--- config.mk ---
export PLATFORM = sky130hd
export DESIGN_NAME = usb_rx_decoder_flat
export DESIGN_NICKNAME = d
export VERILOG_FILES = /design/src/rtl/usb_rx_decoder_if.sv /design/src/rtl/usb_rx_decoder.sv /design/src/flat_wrapper.sv
export SDC_FILE = /design/constraint.sdc
export NUM_CORES = 1
export LEC_CHECK = 0
export ABC_AREA = 1
export CELL_PAD_IN_SITES_DETAIL_PLACEMENT = 1
export CELL_PAD_IN_SITES_GLOBAL_PLACEMENT = 1
export CORE_MARGIN = 5
export CORE_UTILIZATION = 30
export DETAILED_ROUTE_END_ITERATION = 16
export PLACE_DENSITY_LB_ADDON = 0.1
export SLEW_MARGIN = 10
export SYNTH_ARGS = -nofsm -noshare
export SYNTH_HDL_FRONTEND = slang
export SYNTH_SLANG_ARGS = --single-unit
--- constraint.sdc ---
create_clock -name clk -period 1.91 [get_ports clk]
set_input_delay 0.573 -clock clk [delete_from_list [all_inputs] [get_ports clk]]
set_output_delay 0.573 -clock clk [all_outputs]
set_load 0.01 [all_outputs]
--- src/rtl/usb_rx_decoder_if.sv ---
// Line-state type and the decoder's CDR-facing / packet-facing bus.
// The decoder sits on the slave side; CDR and packet layer use master.
package types;
  typedef enum logic [1:0] {
    SE0 = 2'b00,
    J   = 2'b01,
    K   = 2'b10,
    SE1 = 2'b11
  } d_port_t;
endpackage

interface usb_rx_decoder_if;
  import types::*;

  d_port_t     d;
  logic        strobe;
  logic        rx_active;
  logic        rx_valid;
  logic [7:0]  rx_data;
  logic        rx_eop;
  logic        rx_error;

  modport master (
    output d,
    output strobe,
    input  rx_active,
    input  rx_valid,
    input  rx_data,
    input  rx_eop,
    input  rx_error
  );

  modport slave (
    input  d,
    input  strobe,
    output rx_active,
    output rx_valid,
    output rx_data,
    output rx_eop,
    output rx_error
  );
endinterface

--- src/rtl/usb_rx_decoder.sv ---
// Low-speed USB receive decoder: SYNC detect, NRZI decode,
// bit unstuffing, LSB-first byte assembly and EOP detection.
module usb_rx_decoder
  import types::*;
#(
  parameter int SYNC_MIN_EDGES = 3,
  parameter int EOP_SE0_MIN    = 1,
  parameter int IDLE_J_BITS    = 7
) (
  input logic            clk,
  input logic            reset,
  usb_rx_decoder_if.slave bus
);

  typedef enum logic [2:0] {
    S_IDLE,
    S_SYNC,
    S_DATA,
    S_EOP,
    S_ERROR
  } state_t;

  state_t      state, state_n;
  d_port_t     prev, prev_n;
  logic [2:0]  edge_cnt, edge_n;
  logic [2:0]  ones_cnt, ones_n;
  logic [2:0]  bit_cnt, bit_n;
  logic [2:0]  se0_cnt, se0_n;
  logic [7:0]  j_cnt, j_n;
  logic [7:0]  shreg, shreg_n;
  logic [7:0]  data_q, data_n;
  logic        active_q, active_n;
  logic        valid_q, valid_n;
  logic        eop_q, eop_n;
  logic        err_q, err_n;

  logic        is_jk;
  logic        nrzi;
  logic        go_err;
  logic [7:0]  shreg_s;

  always_ff @(posedge clk) begin
    if (reset) begin
      state    <= S_IDLE;
      prev     <= J;
      edge_cnt <= '0;
      ones_cnt <= '0;
      bit_cnt  <= '0;
      se0_cnt  <= '0;
      j_cnt    <= '0;
      shreg    <= '0;
      data_q   <= '0;
      active_q <= 1'b0;
      valid_q  <= 1'b0;
      eop_q    <= 1'b0;
      err_q    <= 1'b0;
    end else begin
      state    <= state_n;
      prev     <= prev_n;
      edge_cnt <= edge_n;
      ones_cnt <= ones_n;
      bit_cnt  <= bit_n;
      se0_cnt  <= se0_n;
      j_cnt    <= j_n;
      shreg    <= shreg_n;
      data_q   <= data_n;
      active_q <= active_n;
      valid_q  <= valid_n;
      eop_q    <= eop_n;
      err_q    <= err_n;
    end
  end

  always_comb begin
    state_n  = state;
    prev_n   = prev;
    edge_n   = edge_cnt;
    ones_n   = ones_cnt;
    bit_n    = bit_cnt;
    se0_n    = se0_cnt;
    j_n      = j_cnt;
    shreg_n  = shreg;
    data_n   = data_q;
    active_n = active_q;
    valid_n  = 1'b0;
    eop_n    = 1'b0;
    err_n    = 1'b0;
    go_err   = 1'b0;
    is_jk    = (bus.d == J) || (bus.d == K);
    nrzi     = (bus.d == prev);
    shreg_s  = {nrzi, shreg[7:1]};

    if (bus.strobe) begin
      if (is_jk) begin
        prev_n = bus.d;
      end
      if (bus.d == SE1 && state != S_ERROR) begin
        go_err = 1'b1;
      end else begin
        unique case (state)
          S_IDLE: begin
            if (bus.d == K) begin
              state_n = S_SYNC;
              edge_n  = 3'd1;
            end
          end
          S_SYNC: begin
            if (!is_jk) begin
              state_n = S_IDLE;
            end else if (!nrzi) begin
              edge_n = (edge_cnt == 3'd7) ? edge_cnt
                                          : edge_cnt + 3'd1;
            end else if (bus.d == K &&
                         32'(edge_cnt) >= SYNC_MIN_EDGES) begin
              state_n  = S_DATA;
              active_n = 1'b1;
              ones_n   = 3'd1;
              bit_n    = 3'd0;
            end else begin
              state_n = S_IDLE;
            end
          end
          S_DATA: begin
            if (!is_jk) begin
              // a stuff bit still pending here is legal
              state_n = S_EOP;
              se0_n   = 3'd1;
            end else if (ones_cnt == 3'd6) begin
              if (nrzi) begin
                go_err = 1'b1;
              end else begin
                ones_n = 3'd0;
              end
            end else begin
              shreg_n = shreg_s;
              ones_n  = nrzi ? ones_cnt + 3'd1 : 3'd0;
              bit_n   = bit_cnt + 3'd1;
              if (bit_cnt == 3'd7) begin
                data_n  = shreg_s;
                valid_n = 1'b1;
              end
            end
          end
          S_EOP: begin
            unique case (1'b1)
              (bus.d == SE0): begin
                se0_n = (se0_cnt == 3'd7) ? se0_cnt
                                          : se0_cnt + 3'd1;
              end
              (bus.d == J): begin
                if (32'(se0_cnt) >= EOP_SE0_MIN) begin
                  state_n  = S_IDLE;
                  active_n = 1'b0;
                  eop_n    = 1'b1;
                  err_n    = (bit_cnt != 3'd0);
                end else begin
                  go_err = 1'b1;
                end
              end
              default: go_err = 1'b1;
            endcase
          end
          S_ERROR: begin
            if (bus.d == J) begin
              if (32'(j_cnt) >= IDLE_J_BITS - 1) begin
                state_n = S_IDLE;
                j_n     = 8'd0;
              end else begin
                j_n = j_cnt + 8'd1;
              end
            end else begin
              j_n = 8'd0;
            end
          end
          default: state_n = S_IDLE;
        endcase
      end

      if (go_err) begin
        state_n  = S_ERROR;
        active_n = 1'b0;
        err_n    = 1'b1;
        j_n      = 8'd0;
      end
    end
  end

  assign bus.rx_active = active_q;
  assign bus.rx_valid  = valid_q;
  assign bus.rx_data   = data_q;
  assign bus.rx_eop    = eop_q;
  assign bus.rx_error  = err_q;

endmodule

--- src/flat_wrapper.sv ---
// flat-port wrapper written by rule: the top's interface ports become plain ports
module usb_rx_decoder_flat import types::*;
#(
  parameter int SYNC_MIN_EDGES = 3,
  parameter int EOP_SE0_MIN    = 1,
  parameter int IDLE_J_BITS    = 7
)
  (clk, reset, bus_d, bus_strobe, bus_rx_active, bus_rx_valid, bus_rx_data, bus_rx_eop, bus_rx_error);
  usb_rx_decoder_if bus_i ();
  input logic clk;
  input logic reset;
  input wire logic [$bits(bus_i.d)-1:0] bus_d;
  input wire logic [$bits(bus_i.strobe)-1:0] bus_strobe;
  output wire logic [$bits(bus_i.rx_active)-1:0] bus_rx_active;
  output wire logic [$bits(bus_i.rx_valid)-1:0] bus_rx_valid;
  output wire logic [$bits(bus_i.rx_data)-1:0] bus_rx_data;
  output wire logic [$bits(bus_i.rx_eop)-1:0] bus_rx_eop;
  output wire logic [$bits(bus_i.rx_error)-1:0] bus_rx_error;
  assign bus_i.d = bus_d;
  assign bus_i.strobe = bus_strobe;
  assign bus_rx_active = bus_i.rx_active;
  assign bus_rx_valid = bus_i.rx_valid;
  assign bus_rx_data = bus_i.rx_data;
  assign bus_rx_eop = bus_i.rx_eop;
  assign bus_rx_error = bus_i.rx_error;
  usb_rx_decoder #(.SYNC_MIN_EDGES(SYNC_MIN_EDGES), .EOP_SE0_MIN(EOP_SE0_MIN), .IDLE_J_BITS(IDLE_J_BITS)) u_core (.clk(clk), .reset(reset), .bus(bus_i));
endmodule
==> run_results.csv <==
group,metric,value,unit
finish,num_antenna_cells,0,
logic_synthesis,ys_ff_latch,44,
placement,pre_cts_ws,-550,ps
global_route,antenna_found_initial,0,
logic_synthesis,synthCells,331,
job,cap_violations,0,
timing,maxSlewViolCount,0,
timing,min_period,1760,ps
die,dieWidth,98.9,µm
logic_synthesis,synth_top_area_share,37.2,%
logic_synthesis,yosysMostFrequentCell,"nand2_1",
die,die_area,9770,µm²
die,start_util,30.7,%
routing,routed_wl,6.15,mm
finish,final_core_util,39.2,%
logic_synthesis,synth_top_area_cell,"dfxtp_1",
routing,drt_first_iter_violations,54,
routing,wl_per_cell,12.7,µm
worst_setup_path,r2r_cells,9,
finish,area_delta_synth_final,27.9,%
logic_synthesis,synth_warnings,0,
clock_tree,cts.root.buffer_cell,"clkbuf_8",
clock_tree,cts_tree,"done",
logic_synthesis,synth_edf_count,0,
global_route,grt.total_usage,13.6,%
logic_synthesis,netlist_area,2370,µm²
placement,port_buffers,16,
worst_setup_path,path_delay_family,"buffers and inverters",
die,die_height,98.9,µm
routing,ant_nets,0,
clock_tree,clock_path_buffers,2,
worst_setup_path,start_kind,"register",
die,ioPinCount,17,
worst_hold_path,min_path_cells,2,
global_route,grt_pass1_vias,2301,
timing,timing.hold.ws,444,ps
logic_synthesis,synth_async_sr_flop_share,0,%
global_route,gr-total-overflow,0,
worst_setup_path,crit_cells,1,
timing,fin_ws,153,ps
timing,hold_violations,0,
routing,drc,0,
worst_setup_path,cp_cell_sequence,"clkdlybuf4s50_1",
pwr,p_leak,1.32,nW
finish,fillers,974,
finish,multi_input_area,1340,µm²
worst_setup_path,arrival,1180,ps
logic_synthesis,syn_nets,353,
clock_tree,clock-sinks,44,
timing,tns,0,ps
worst_setup_path,end_kind,"primary output",
logic_synthesis,yosysSeqAreaShare,37.2,%
timing,period_share,92.0,%
logic_synthesis,yosys-top-cells-count,"68 x nand2_1, 44 x dfxtp_1, 41 x nor2_1, 32 x inv_1, 26 x a21oi_1",
worst_setup_path,path_max_fanout,2,
clock_tree,numCtsBuffers,5,
worst_setup_path,crit_type,"reg2out",
logic_synthesis,synth_ff_type,"dfxtp_1",
pwr,powerDensity,723,nW/µm²
clock_tree,cts.clk_slew.worst_paths,80,ps
finish,fin_area,3030,µm²
finish,regArea,881,µm²
timing,relSlewSlack,74.7,%
timing,rsz0062_at_grt,"no",
clock_tree,insertion_delay,310,ps
worst_setup_path,crit_buf_inv,1,
clock_tree,cts_hold_buf,0,
pwr,ir_worst_vdd,0.377,mV
placement,place_congestion,0.819,
timing,worst_pin_slew,380,ps
worst_setup_path,worst_path_max_delay_cell,"clkdlybuf4s50_1",
clock_tree,htreeDepth,2,
placement,placed_area,2860,µm²
die,rows,32,
die,core_area,7730,µm²
logic_synthesis,synth_cell_types,30,
finish,drive_above_1_share,21.0,%
worst_setup_path,crit_path_max_incr_delay,540,ps
worst_hold_path,hp-class,"reg2reg",
global_route,grt_max_degree,21,
timing,fin_skew,11.3,ps
logic_synthesis,syn_area_per_cell,7.16,µm²
routing,first_pass_iters,4,
status,status,"completed",
global_route,grt_pass1_wl,10.9,mm
routing,vias,2203,
timing,fmax,0.569,GHz
routing,routed_via_density,4.56,
finish,final_nets,402,
worst_setup_path,cp.required,1340,ps
timing,setup_viol,0,
placement,detailed_place_hpwl,4.87,mm
worst_setup_path,r2r_slack,270,ps
logic_synthesis,synth.area.top_cells,"dfxtp_1 37%, nand2_1 11%, ha_1 9.0%",
==> kinds of logic (layout without fill, tap and decap cells) <==
kind of cell | after synthesis | count (layout) | synth area share (%)
buf+inv | 48 | 98 | 8.29
simple gates | 173 | 173 | 34.4
compound gates | 48 | 48 | 10.8
xor+xnor | 1 | 1 | 0.370
flops | 44 | 44 | 37.2
fa+ha+maj | 17 | 17 | 8.98
==> flip-flops by register name, indices dropped and copies added, names as in the netlist <==
name and cells:
u_core.bus.rx_eop 1, u_core.prev 2, u_core.edge_cnt 3, u_core.se0_cnt 3, u_core.ones_cnt 3, u_core.bus.rx_active 1, u_core.bus.rx_data 8, u_core.j_cnt 8
u_core.shreg 7, u_core.state 3, u_core.bus.rx_valid 1, u_core.bit_cnt 3, u_core.bus.rx_error 1
==> power breakdown <==
group          internal [mW]  total, mW  switching (mW)
Combinational          0.186      0.459           0.273
Clock                  0.394      0.743           0.348
Sequential             0.952      0.989          0.0369
==> timing repair <==
action | in CTS | in global routing
setup endpoints to repair | 40 | 14
hold endpoints to repair | 0 | 0
pin swaps | 4 | 4
resized for setup | 10 | 8
buffers inserted | 1 | 1
==> through the flow <==
| stage | total power, mW | cells |
|---|---|---|
| floorplan | 1.28 | 331 |
| global placement | 1.44 | 473 |
| detailed placement | 1.45 | 473 |
| CTS | 2.23 | 482 |
| global route | 2.34 | 483 |
| finish | 2.19 | 483 |
==> final cells by class <==
type	instances	share of cell area (%)
Timing Repair Buffer	50	13.8
Clock buffer	5	2.27
Multi-Input combinational cell	239	44.2
Sequential cell	44	29.1
Clock inverter	3	1.53
Tap cell	102	4.21
Inverter	40	4.95
==> placed cells by master (no fill, tap or decap), drive strengths merged, types with 2 or more instances in the layout <==
master         instances
nand3                 29
nor2                  45
clkbuf                 7
ha                    17
or2                    2
a21oi                 26
nor4                   3
nand2                 74
buf                   34
o21ai                 18
nor3                  10
dfxtp                 44
inv                   40
nand4                  8
clkdlybuf4s50         14
==> layer usage <==
layer  track usage (%)  wire length (µm)  up-vias
li1                  -                 -     1176
met1              18.3              3130     1010
met2              21.9              2810       13
met3              3.33               155        4
met4              3.15                60        0
met5                 0                 0        -
==> path summary, 6_finish.rpt <==
kind                                                      to                               from
worst max-delay path                           bus_rx_active  u_core.bus.rx_active$_SDFFE_PP0P_
worst min-delay path            u_core.j_cnt[7]$_SDFFE_PP0P_       u_core.j_cnt[7]$_SDFFE_PP0P_
worst max register to register  u_core.state[2]$_SDFFE_PP0P_       u_core.state[1]$_SDFFE_PP0P_
worst min register to register  u_core.j_cnt[7]$_SDFFE_PP0P_       u_core.j_cnt[7]$_SDFFE_PP0P_
(Power assumes the default switching activity.)
